--- src/rtl/dice_pkg.sv ---
// Shared definitions for the dice roller: face table, FSM states, LFSR constants.
package dice_pkg;

    typedef enum logic [1:0] {
        IDLE,
        SPIN,
        REDUCE,
        DONE
    } state_e;

    localparam logic [15:0] LFSR_TAPS    = 16'hB400;
    localparam logic [15:0] DEFAULT_SEED = 16'hACE1;

    localparam logic [6:0] FACE_LUT [8] = '{7'd4, 7'd6, 7'd8, 7'd10, 7'd12, 7'd20, 7'd30, 7'd100};

    function automatic logic is_onehot(input logic [7:0] sw);
        return (sw != '0) && ((sw & (sw - 8'd1)) == '0);
    endfunction

    function automatic logic [6:0] face_of(input logic [7:0] sw);
        logic [6:0] f;
        f = '0;
        for (int unsigned b = 0; b < 8; b++) begin
            if (sw[b]) f = FACE_LUT[b];
        end
        return f;
    endfunction

endpackage

--- src/rtl/dice_lfsr.sv ---
// Free-running 16-bit Fibonacci LFSR (taps 16,14,13,11); a zero seed falls back to DEFAULT_SEED.
module dice_lfsr
    import dice_pkg::*;
#(
    parameter logic [15:0] SEED = DEFAULT_SEED
) (
    input  logic        clk_i,
    input  logic        rst_n_i,
    output logic [15:0] state_o
);

    localparam logic [15:0] SEED_EFF = (SEED == '0) ? DEFAULT_SEED : SEED;

    logic [15:0] lfsr_q;

    always_ff @(posedge clk_i or negedge rst_n_i) begin
        if (!rst_n_i) lfsr_q <= SEED_EFF;
        else          lfsr_q <= {lfsr_q[14:0], ^(lfsr_q & LFSR_TAPS)};
    end

    assign state_o = lfsr_q;

endmodule

--- src/rtl/dice_roller_multi.sv ---
// Multi-die roller: Roll press/release draws NUM_DICE values in 1..Face from an LFSR.
// Optional spin animation on Dice while Roll is held: define DICE_SPIN_DISPLAY_EN.
module dice_roller_multi
    import dice_pkg::*;
#(
    parameter int unsigned  NUM_DICE = 2,
    parameter int unsigned  VAL_W    = 7,
    parameter logic [15:0]  SEED     = DEFAULT_SEED,
    localparam int unsigned SUM_W    = VAL_W + $clog2(NUM_DICE + 1)
) (
    input  logic                      Clk,
    input  logic                      Rst_n,
    input  logic [7:0]                SWIn,
    input  logic                      Roll,
    output logic [NUM_DICE*VAL_W-1:0] Dice,
    output logic [SUM_W-1:0]          Sum,
    output logic [VAL_W-1:0]          Face,
    output logic                      Valid,
    output logic                      Busy,
    output logic                      Err
);

    localparam int unsigned KW = (NUM_DICE > 1) ? $clog2(NUM_DICE) : 1;

    state_e                    state_q, state_d;
    logic                      roll_prev_q;
    logic [VAL_W-1:0]          face_q, face_d;
    logic [VAL_W-1:0]          raw_q, raw_d;
    logic [NUM_DICE*VAL_W-1:0] dice_q, dice_d;
    logic [SUM_W-1:0]          sum_q, sum_d;
    logic [KW-1:0]             k_q, k_d;
    logic                      load_q, load_d;
    logic                      err_q, err_d;
    logic [15:0]               lfsr_w;
    logic                      lfsr_unused;

    dice_lfsr #(.SEED(SEED)) u_lfsr (
        .clk_i   (Clk),
        .rst_n_i (Rst_n),
        .state_o (lfsr_w)
    );

    assign lfsr_unused = ^lfsr_w[15:7];

    always_comb begin
        state_d = state_q;
        face_d  = face_q;
        raw_d   = raw_q;
        dice_d  = dice_q;
        sum_d   = sum_q;
        k_d     = k_q;
        load_d  = load_q;
        err_d   = err_q;
        case (state_q)
            IDLE: begin
                if (Roll && !roll_prev_q) begin
                    if (is_onehot(SWIn)) begin
                        face_d  = VAL_W'(face_of(SWIn));
                        err_d   = 1'b0;
                        state_d = SPIN;
`ifdef DICE_SPIN_DISPLAY_EN
                        for (int unsigned i = 0; i < NUM_DICE; i++) begin
                            dice_d[i*VAL_W +: VAL_W] = VAL_W'((i % 32'(face_of(SWIn))) + 1);
                        end
                        sum_d = '0;
`endif
                    end else begin
                        err_d = 1'b1;
                    end
                end
            end
            SPIN: begin
                if (!Roll) begin
                    state_d = REDUCE;
                    k_d     = '0;
                    load_d  = 1'b1;
                    sum_d   = '0;
                end else begin
`ifdef DICE_SPIN_DISPLAY_EN
                    for (int unsigned i = 0; i < NUM_DICE; i++) begin
                        if (dice_q[i*VAL_W +: VAL_W] >= face_q) dice_d[i*VAL_W +: VAL_W] = VAL_W'(1);
                        else dice_d[i*VAL_W +: VAL_W] = dice_q[i*VAL_W +: VAL_W] + VAL_W'(1);
                    end
`endif
                end
            end
            REDUCE: begin
                // Modulo by repeated subtraction: one load cycle, then subtract until raw < Face.
                if (load_q) begin
                    raw_d  = VAL_W'(lfsr_w[6:0]);
                    load_d = 1'b0;
                end else if (raw_q >= face_q) begin
                    raw_d = raw_q - face_q;
                end else begin
                    dice_d[k_q*VAL_W +: VAL_W] = raw_q + VAL_W'(1);
                    sum_d = sum_q + SUM_W'(raw_q) + SUM_W'(1);
                    if (k_q == KW'(NUM_DICE - 1)) begin
                        state_d = DONE;
                    end else begin
                        k_d    = k_q + KW'(1);
                        load_d = 1'b1;
                    end
                end
            end
            DONE:    state_d = IDLE;
            default: state_d = IDLE;
        endcase
    end

    always_ff @(posedge Clk or negedge Rst_n) begin
        if (!Rst_n) begin
            state_q     <= IDLE;
            roll_prev_q <= 1'b1;
            face_q      <= '0;
            raw_q       <= '0;
            dice_q      <= '0;
            sum_q       <= '0;
            k_q         <= '0;
            load_q      <= 1'b0;
            err_q       <= 1'b0;
        end else begin
            state_q     <= state_d;
            roll_prev_q <= Roll;
            face_q      <= face_d;
            raw_q       <= raw_d;
            dice_q      <= dice_d;
            sum_q       <= sum_d;
            k_q         <= k_d;
            load_q      <= load_d;
            err_q       <= err_d;
        end
    end

    assign Dice  = dice_q;
    assign Sum   = sum_q;
    assign Face  = face_q;
    assign Err   = err_q;
    assign Valid = (state_q == DONE);
    assign Busy  = (state_q == SPIN) || (state_q == REDUCE);

endmodule

--- config.mk ---
export PLATFORM = sky130hd
export DESIGN_NAME = dice_roller_multi
export DESIGN_NICKNAME = d
export VERILOG_FILES = /design/src/rtl/dice_pkg.sv /design/src/rtl/dice_lfsr.sv /design/src/rtl/dice_roller_multi.sv
export SDC_FILE = /design/constraint.sdc
export NUM_CORES = 1
export LEC_CHECK = 0
export CELL_PAD_IN_SITES_DETAIL_PLACEMENT = 1
export CELL_PAD_IN_SITES_GLOBAL_PLACEMENT = 1
export CORE_ASPECT_RATIO = 1.25
export CORE_MARGIN = 3
export CORE_UTILIZATION = 35
export DETAILED_ROUTE_END_ITERATION = 12
export GPL_ROUTABILITY_DRIVEN = 0
export HOLD_SLACK_MARGIN = 0.03
export PLACE_DENSITY = 0.67
export SLEW_MARGIN = 30
export SYNTH_ARGS = -nofsm -noshare
export SYNTH_HDL_FRONTEND = slang
export SYNTH_SLANG_ARGS = --single-unit
--- constraint.sdc ---
create_clock -name Clk -period 4.5 [get_ports Clk]
set_input_delay 0.9 -clock Clk [delete_from_list [all_inputs] [get_ports Clk]]
set_output_delay 0.9 -clock Clk [all_outputs]
set_load 0.005 [all_outputs]
==> run_results.csv <==
group,metric,value,unit
outcome,status,"finished clean",
pwr,power.leakage,1.61,nW
timing,max_clock_freq,347,MHz
routing,first_pass_iters,4,
synth,yosys_warnings,0,
place,dp_hpwl,5.12,mm
pwr,ir_drop,0.206,mV
global_route,antenna_found_initial,0,
setup_path,arrival,3.08,ns
synth,synthArstFlopShare,100,%
pwr,power_frac_seq,34.6,%
timing,hold_viol,0,
final_layout,drive_above_1_share,17.2,%
synth,synth_seq_cells,57,
timing,grt_setup_unrepaired,"false",
pwr,p_per_area,613,nW/um2
global_route,grt_start_max_net_pins,47,
setup_path,critical_path.max_fanout,12,
timing,worst_slack,1.62,ns
die,core,8290,um2
clock_network,cts_root_buf,"clkbuf_8",
synth,synthCells,275,
die,die_y,109,um
setup_path,crit_type,"reg -> reg",
clock_network,cts_tree,"yes",
setup_path,cp-start-kind,"flip-flop",
pwr,power.internal,1.38,mW
timing,maxSlewHeadroom,42.6,%
global_route,grt_pass1_vias,2450,
final_layout,finalNonFillerCells,423,
worst_hold_path,hold_path_class,"reg -> reg",
synth,synth_fp_nets,306,
clock_network,clkTransAtPathRegs,0.07,ns
die,die_w,88.6,um
timing,setup_tns,0,ns
clock_network,worstSkewPairLatency,0.35,ns
pwr,clkPwrFrac,19.4,%
routing,drc,0,
pwr,share_comb_of_total_power,46.0,%
synth,synth_flop_cell,"dfrtp_1",
die,rows,37,
place,io_buffers,42,
flow_run,maxCapViolCount,0,
place,pre_cts_ws,1.40,ns
routing,viasPerCell,5.24,
setup_path,cp.required,4.69,ns
timing,slew_violations,0,
clock_network,cts_resized,0,
synth,ys_types,53,
place,dp_cells,407,
die,io-pin-count,44,
timing,tightest_slew,0.861,ns
routing,dr_total_vias,2217,
die,initial_utilization,36.0,%
setup_path,endpoint_kind,"flip-flop",
routing,dr.first_iter.drc_count,71,
synth,ys_seq_area_share,48.1,%
final_layout,diodes,0,
global_route,grt-ovfl-total,0,
final_layout,syn_to_final_growth,23.0,%
clock_network,hold_buffers,0,
clock_network,cts_buffers,9,
timing,timing.final.crit_share,64.1,%
die,die_area,9680,um2
pwr,switching_share,38.9,%
timing,period_needed,2.88,ns
global_route,grt_pass1_wl,11.7,mm
timing,finalSetupViolations,0,
routing,wirelength,6.80,mm
pwr,power.switching,875,uW
synth,synth_edf_count,0,
clock_network,cts_max_path_buffers,2,
clock_network,postCtsSetupRepairBufs,0,
synth,mappedNetlistArea,2990,um2
clock_network,h-tree-depth,3,
timing,clock_skew,0.00929,ns
clock_network,clock_sinks,57,
global_route,track_usage,15.9,%
synth,avgSynthCellArea,10.9,um2
final_layout,finalNetCount,352,
routing,ant_nets,0,
routing,wl_per_cell,16.1,um
==> placed cells by master (no fill, tap or decap), types with 2 or more instances in the layout <==
master	instances
dfrtp_1	48
o31ai_2	2
o31ai_1	5
nand2b_1	4
o21a_1	3
nand2_1	21
clkdlybuf4s50_1	41
mux2_4	4
a31oi_1	2
mux2i_1	2
nor4b_1	2
nand4b_1	2
nor2_1	20
ha_1	18
nand4_1	2
nor2b_1	9
dfstp_2	9
xor2_1	2
xnor2_1	9
nand3_1	7
a211oi_1	3
o21ai_0	18
inv_1	15
o31a_1	2
clkbuf_8	10
fa_1	2
clkinvlp_4	4
mux2_2	15
nor3_1	5
a21oi_1	13
==> power groups by stage <==
stage / Sequential [mW] / Clock [mW] / Combinational [mW]
after global routing: 0.799 / 0.473 / 1.19
after CTS: 0.784 / 0.451 / 1.06
final: 0.779 / 0.437 / 1.04
after floorplan: 0.738 / 0 / 0.714
after detailed placement: 0.793 / 0 / 1.05
after global placement: 0.788 / 0 / 1.02
==> cells by family after synthesis <==
logic type,synth area share (%)
simple gates,14.0
flops,48.1
xor+xnor,3.23
compound gates,14.2
mux,8.34
buf+inv,3.18
fa+ha+maj,8.88
other cells,0.126
==> through the flow <==
stage | power, mW | util [%] | area, um2 | hold WS, ns
after floorplan | 1.45 | - | 2990 | 0.331
after global placement | 1.81 | 42.1 | 3490 | 0.335
after CTS | 2.29 | 44.3 | 3670 | 0.349
final | 2.25 | 44.3 | 3670 | 0.346
after detailed placement | 1.84 | 42.1 | 3490 | 0.336
after global routing | 2.46 | 44.3 | 3670 | 0.370
==> Yosys cell counts, drive strengths merged, types with 3 or more instances <==
library cell / number / area (um2)
a211oi: 3 / 22.5
a21oi: 13 / 65.1
buf: 3 / 20.0
clkbuf: 5 / 18.8
dfrtp: 48 / 1200
dfstp: 9 / 236
ha: 18 / 225
inv: 15 / 56.3
mux2: 19 / 229
nand2: 22 / 90.1
nand2b: 4 / 25.0
nand3: 7 / 35.0
nor2: 21 / 81.3
nor2b: 9 / 56.3
nor3: 6 / 41.3
o21a: 3 / 22.5
o21ai: 19 / 95.1
o31ai: 7 / 62.6
xnor2: 9 / 78.8
==> critical path: stages, from the launching register on <==
cell      delay (ns)
dfrtp_1         0.42
inv_1           0.13
ha_1            0.23
fa_1            0.41
nand2b_1        0.16
a21oi_1         0.33
o31ai_2         0.15
a21oi_1         0.71
o21ai_0         0.17
==> registers in the layout, indices dropped and copies added (netlist names) <==
signal          flops
roll_prev_q         1
Dice               14
u_lfsr.state_o     16
Face                5
k_q                 1
load_q              1
state_q             2
Sum                 9
Err                 1
raw_q               7
==> layout make-up <==
class                   instances  area [um2]
clock buffers                  10         138
clock inverters                 6        43.8
fillers                       916        4610
inverters                      15        56.3
multi-input cells             195        1450
flip-flops and latches         57        1440
well taps                      97         121
repair buffers                 43         423
==> path summary, 6_finish.rpt <==
kind                                             startpoint                     endpoint  slack (ns)  depth (start not counted)
worst max-delay path                   raw_q[1]$_DFFE_PN0P_         raw_q[2]$_DFFE_PN0P_        1.62                          8
worst min-delay path            u_lfsr.state_o[8]$_DFF_PN0_  u_lfsr.state_o[9]$_DFF_PN0_        0.35                          0
worst max register to register         raw_q[1]$_DFFE_PN0P_         raw_q[2]$_DFFE_PN0P_        1.62                          8
worst min register to register  u_lfsr.state_o[8]$_DFF_PN0_  u_lfsr.state_o[9]$_DFF_PN0_        0.35                          0
max in group asynchronous                             Rst_n        roll_prev_q$_DFF_PN1_        3.23                          2
min in group asynchronous                             Rst_n           Sum[4]$_DFFE_PN0P_        0.41                          1
==> per-layer routing <==
| metal | wire, um | up-vias | track usage [%] | share of wire [%] |
|---|---|---|---|---|
| met5 | 0 | - | 0 | 0 |
| met4 | 193 | 0 | 8.42 | 2.8 |
| met3 | 214 | 14 | 3.48 | 3.1 |
| met2 | 3480 | 39 | 27.0 | 51 |
| met1 | 2910 | 1095 | 18.4 | 43 |
| li1 | - | 1069 | - | - |
Note: power is estimated with default switching activity, not from simulation.
